==> src/rtl/tpram_arbiter.sv <==
// Two-client arbiter in front of a two-port RAM: independent round-robin on the write and read ports.
// Optional write-to-read forwarding for same-cycle address collisions: define TPRAM_ARB_WR_FWD_EN.
module tpram_arbiter #(
    parameter int AW = 8,
    parameter int DW = 16
) (
    input  logic          clk,
    input  logic          rst,

    input  logic          w0_req,
    input  logic [AW-1:0] w0_addr,
    input  logic [DW-1:0] w0_data,
    output logic          w0_gnt,
    input  logic          w1_req,
    input  logic [AW-1:0] w1_addr,
    input  logic [DW-1:0] w1_data,
    output logic          w1_gnt,

    input  logic          r0_req,
    input  logic [AW-1:0] r0_addr,
    output logic          r0_gnt,
    output logic          r0_rvalid,
    input  logic          r1_req,
    input  logic [AW-1:0] r1_addr,
    output logic          r1_gnt,
    output logic          r1_rvalid,
    output logic [DW-1:0] rd_data,

    output logic          ram_wea,
    output logic [AW-1:0] ram_addra,
    output logic [DW-1:0] ram_data_a,
    output logic          ram_enb,
    output logic [AW-1:0] ram_addrb,
    input  logic [DW-1:0] ram_data_b
);

    logic wr_prio_q, wr_prio_d;
    logic rd_prio_q, rd_prio_d;
    logic rd_pend_q, rd_pend_d;
    logic rd_owner_q, rd_owner_d;

    always_comb begin
        // NOTE: every signal written here gets a default first, so no path can infer a latch.
        w0_gnt = 1'b0;
        w1_gnt = 1'b0;
        r0_gnt = 1'b0;
        r1_gnt = 1'b0;
        // Grants are suppressed during reset; a lone requester wins regardless of the pointer.
        if (!rst) begin
            w0_gnt = w0_req & (~w1_req | ~wr_prio_q);
            w1_gnt = w1_req & (~w0_req |  wr_prio_q);
            r0_gnt = r0_req & (~r1_req | ~rd_prio_q);
            r1_gnt = r1_req & (~r0_req |  rd_prio_q);
        end

        wr_prio_d = wr_prio_q;
        if (w0_gnt) begin
            wr_prio_d = 1'b1;
        end else if (w1_gnt) begin
            wr_prio_d = 1'b0;
        end

        rd_prio_d = rd_prio_q;
        if (r0_gnt) begin
            rd_prio_d = 1'b1;
        end else if (r1_gnt) begin
            rd_prio_d = 1'b0;
        end

        rd_pend_d  = r0_gnt | r1_gnt;
        rd_owner_d = rd_pend_d ? r1_gnt : rd_owner_q;
    end

    // With no grant the muxes rest on client 0.
    assign ram_wea    = w0_gnt | w1_gnt;
    assign ram_addra  = w1_gnt ? w1_addr : w0_addr;
    assign ram_data_a = w1_gnt ? w1_data : w0_data;
    assign ram_enb    = r0_gnt | r1_gnt;
    assign ram_addrb  = r1_gnt ? r1_addr : r0_addr;

    assign r0_rvalid = rd_pend_q & ~rd_owner_q;
    assign r1_rvalid = rd_pend_q &  rd_owner_q;

    always_ff @(posedge clk or posedge rst) begin
        if (rst) begin
            wr_prio_q  <= 1'b0;
            rd_prio_q  <= 1'b0;
            rd_pend_q  <= 1'b0;
            rd_owner_q <= 1'b0;
        end else begin
            // NOTE: state updates use non-blocking assignments so every flop samples pre-edge values.
            wr_prio_q  <= wr_prio_d;
            rd_prio_q  <= rd_prio_d;
            rd_pend_q  <= rd_pend_d;
            rd_owner_q <= rd_owner_d;
        end
    end

`ifdef TPRAM_ARB_WR_FWD_EN
    logic          fwd_hit_q, fwd_hit_d;
    logic [DW-1:0] fwd_data_q, fwd_data_d;

    // A read colliding with a same-cycle write returns the new data instead of the RAM's old contents.
    always_comb begin
        fwd_hit_d  = ram_enb & ram_wea & (ram_addrb == ram_addra);
        fwd_data_d = fwd_hit_d ? ram_data_a : fwd_data_q;
    end

    always_ff @(posedge clk or posedge rst) begin
        if (rst) begin
            fwd_hit_q  <= 1'b0;
            fwd_data_q <= '0;
        end else begin
            fwd_hit_q  <= fwd_hit_d;
            fwd_data_q <= fwd_data_d;
        end
    end

    assign rd_data = fwd_hit_q ? fwd_data_q : ram_data_b;
`else
    assign rd_data = ram_data_b;
`endif

endmodule

==> config.mk <==
export PLATFORM = sky130hd
export DESIGN_NAME = tpram_arbiter
export DESIGN_NICKNAME = d
export VERILOG_FILES = /design/src/rtl/tpram_arbiter.sv
export SDC_FILE = /design/constraint.sdc
export NUM_CORES = 1
export LEC_CHECK = 0
export CAP_MARGIN = 0
export CORE_UTILIZATION = 21
export DETAILED_ROUTE_END_ITERATION = 8
export GPL_TIMING_DRIVEN = 0
export PLACE_DENSITY = 0.86
export SYNTH_ARGS = -nofsm -noshare
export SYNTH_HDL_FRONTEND = slang
export SYNTH_SLANG_ARGS = --single-unit
==> constraint.sdc <==
create_clock -name clk -period 2.1 [get_ports clk]
set_clock_uncertainty 0.05 [all_clocks]
set_input_delay 0.525 -clock clk [delete_from_list [all_inputs] [get_ports clk]]
set_output_delay 0.525 -clock clk [all_outputs]
set_load 0.005 [all_outputs]
### After elaboration in Yosys (flattened, before gate mapping)

Cells that the tools add are included.

* flip-flop bits (word level): 4
* input bits: 86
* output and inout bits: 56
* logic and storage cells: 36

* mux-type cells: 11
* bitwise operators: 19
* reduce and logical (&&, ||, !) cells: 2

Operators with widths (number)
* $mux W16: 1
* $mux W8: 2
* $mux W1: 8
* $not A1 Y1: 7
* $and A1 B1 Y1: 6
* $or A1 B1 Y1: 6
* $reduce_bool A2 Y1: 2

### Longest topological paths before layout

* depth in word-level cells: 6
* mapped depth: 5

### Worst setup path before layout

Ideal clock, no wire load.

* path kind: in2out
* start: input rst
* end: output ram_addra[3]
* data arrival time: 1.365 ns
* slack: 0.160 ns
* cell stages on the path: 5
* cell sequence: nand2b_4 a21o_1 buf_6 buf_12 mux2_4

* word-level cells in the longest chain between the ends: 2

Ends and longest elaborated chain
* start, declared: line 8 `input logic rst,`
* $mux W1: line 49 `if (!rst) begin`
* $mux W8: line 76 `assign ram_addra = w1_gnt ? w1_addr : w0_addr;`
* end, declared: line 30 `output logic [AW-1:0] ram_addra,`

No other way between the ends.

### Final worst setup path

* start: input rst
* end: output ram_data_a[6]

* word-level cells in the longest chain between the ends: 2

Ends and longest elaborated chain
* $mux W1: line 49
* $mux W16: line 77 `assign ram_data_a = w1_gnt ? w1_data : w0_data;`
* end, declared: line 31 `output logic [DW-1:0] ram_data_a,`

No other way between the ends.

==> impl_metrics.yaml <==
synth:
  synthArstFlopShare_pct: 100
  syn_area_sq_um: 831
  synth-edff-count: 0
  synth_compound_area_share_pct: 5.57
  synth_most_common_cell: "mux2_4"
  muxShareOfSynthArea_pct: 52.0
  yosys_warnings: 0
  synth_ff_type: "dfrtp_1"
  synth_cell_type_count: 18
  synthTopCellsByCount: "mux2_4 (19), buf_4 (16), mux2_2 (13)"
  synth_top_family_by_area: "multiplexers"
  synth_area_per_cell_sq_um: 10.5
  ys_top_cells_by_area: "mux2_4 (34%), mux2_2 (18%), buf_4 (14%), dfrtp_1 (12%), buf_12 (4.8%)"
  synth-xor-area-share_pct: 0
  synth_cells: 79
  ys_seq_elements: 4
  synth_top_area_share_pct: 34.3
  synthesis.nets: 165
  synth_fa_ha_area_share_pct: 0
  yosysTopAreaCell: "mux2_4"
  synthSimpleGateAreaFrac_pct: 7.53
  ys_seq_area_share_pct: 12.0
cts:
  clkLatencyLatePin_ps: 210
  clockRootBuffer: "clkbuf_8"
  numCtsBuffers: 3
  clockBufferDepth: 2
  cts_max_level: 1
  cts_tree: "built"
  clk_pin_slew_ps: 30
  cts_sinks: 4
timing:
  period_minus_slack_ps: 2280
  timing.final.hold_violations: 0
  rsz0062_at_grt: "yes"
  tightest_slew_ps: 188
  max_clock_freq_ghz: 0.438
  setup_viol: 33
  fin_setup_tns_ps: -3720
  slew_headroom_pct: 87.4
  worst_slack_ps: -183
  slew_viol_final: 0
  fin_crit_sh_pct: 109
run_status:
  violations: "setup timing"
  outcome: "complete, but fails checks"
detailed_routing:
  met2_length_microns: 2080
  wl_met1_microns: 1180
  drc: 0
  ant_nets: 0
  drt-initial-drc-count: 11
  vias: 1119
  drt-total-wl_microns: 3560
  wl_per_cell_microns: 13.1
  topRoutingLayerUsed: "met4"
  met3_length_microns: 289
  via_per_inst: 4.11
  drtPass1Iterations: 2
pwr:
  switching_share_pct: 23.9
  max-vdd-ir-drop_v: 0.000261
  p_clk_share_pct: 20.3
  power_uw: 786
  cellPowerDensity_mw_per_mm2: 327
  switchingPower_uw: 188
  seq_power_share_pct: 13.0
  pwr-share-comb_pct: 66.7
  leakage_nw: 1.19
  p_int_uw: 598
finish:
  nNetsFinal: 312
  layout-drive-gt1-share_pct: 50.4
  diodes: 0
  area_growth_pct: 189
setup_path:
  rr_startpoint: "rd_prio_q"
  path_cells: "buf_8 -> nand2b_4 -> a21o_1 -> buf_6 -> buf_12 -> buf_16 -> mux2_4 -> buf_6"
  crit_arrival_ps: 1710
  path_buf_inv: 5
  ff2ff_path_depth: 5
  crit_type: "in -> out"
  cp-start-kind: "input pin"
  crit_top_cell: "buf_6"
  crit_path_start: "rst"
  cp-endpoint: "ram_data_a[6]"
  endpoint_kind: "primary output"
  required_ps: 1520
  reg2reg_to: "rd_owner_q"
  rrSetupSlack_ps: 920
  worst-path-max-fanout: 5
  cp.depth: 8
  cpPeakStageDelay_ps: 300
  slowest_stage: "mux2_4"
  crit_family: "buffers and inverters"
placed_design:
  gp_congestion: 0.713
  port-buffer-count: 125
  dpl.hpwl_microns: 2790
floorplanning:
  die-area_sq_mm: 0.00421
  io_pins: 142
  die_h_microns: 64.9
  rows: 22
  start_util_pct: 22.4
  coreArea_sq_mm: 0.00372
  die_w_microns: 64.9
global_route:
  grt_pass1_wl_microns: 4870
  grt_overflow_total: 0
  antenna_found_initial: 0
  grt_max_degree: 8
  track_usage_pct: 14.8
  first_global_vias: 1050
worst_hold_path:
  hold_path_class: "reg -> reg"
run:
  drv_cap: 0
==> cell type report <==
cell class              count  area [sq um]
multi-input cells          51           579
well taps                  48          60.1
flip-flops and latches      4           100
repair buffers            143          1450
clock buffers               3          41.3
fillers                   332          1310
inverters                   5          22.5
plain buffers              18           151
==> worst min-delay path by stage <==
| stage | startpoint | end | slack [ps] | cells past startpoint |
|---|---|---|---|---|
| 2_1_floorplan | rst | rd_owner_q | 280 | 1 |
| 3_3_place_gp | rd_owner_q | rd_owner_q | 430 | 2 |
| 3_5_place_dp | rd_owner_q | rd_owner_q | 440 | 2 |
| 4_1_cts | rst | rd_pend_q | 400 | 4 |
| 5_1_grt | rd_owner_q | rd_owner_q | 480 | 2 |
| 6_report | rd_owner_q | rd_owner_q | 450 | 2 |
==> worst reg2reg max path, cell delays in order (launching register included) <==
cell and delay [ps]:
dfrtp_1 420, o211ai_4 220, buf_6 150, buf_6 100, buf_4 90, nand2_1 40
==> cells in the final DEF, fill, tap and decap left out, types with 2 or more instances in the layout <==
master,count
clkdlybuf4s50_1,83
buf_6,34
mux2_4,27
buf_4,22
clkbuf_2,7
mux2_2,5
buf_2,5
nand2_1,4
nor2_1,4
dfrtp_1,4
a21oi_1,3
inv_1,3
clkbuf_8,3
dlygate4sd2_1,3
buf_12,2
buf_16,2
==> sequential cells by signal, indices dropped and copies added (netlist names) <==
signal and flops:
rd_owner_q 1, rd_pend_q 1, rd_prio_q 1, wr_prio_q 1
==> routing by layer <==
metal	GRT usage, %	up-vias
li1	-	545
met1	15.2	520
met2	29.4	52
met3	3.70	2
met4	3.33	0
met5	0	-
==> power by group through the flow <==
stage / clock (mW) / sequential, mW / combinational (mW)
floorplan: 0 / 0.0984 / 0.170
global placement: 0 / 0.100 / 0.458
detailed placement: 0 / 0.100 / 0.465
CTS: 0.161 / 0.102 / 0.497
global route: 0.171 / 0.104 / 0.556
finish: 0.159 / 0.102 / 0.524
==> cell families after synthesis <==
logic type / Yosys count
buf+inv: 24
flops: 4
mux: 32
compound gates: 7
simple gates: 12
==> metrics by stage <==
| stage | utilization (%) | instance area, sq um | hold slack [ps] | cells | setup slack [ps] |
|---|---|---|---|---|---|
| floorplan | - | 831 | 281 | 79 | 160 |
| global placement | 57.6 | 2140 | 435 | 252 | -870 |
| detailed placement | 57.6 | 2140 | 439 | 252 | -896 |
| CTS | 62.5 | 2320 | 397 | 268 | -191 |
| global route | 64.6 | 2400 | 477 | 272 | -219 |
| finish | 64.6 | 2400 | 451 | 272 | -183 |
==> timing repair <==
action | 4_1_cts | 5_1_grt
setup endpoints to repair | 38 | 32
hold buffers | 0 | 0
gates cloned | 2 | 0
gates resized for setup | 165 | 29
pin swaps | 2 | 1
buffers inserted | 11 | 5
Power figures use the tool's default switching activity.
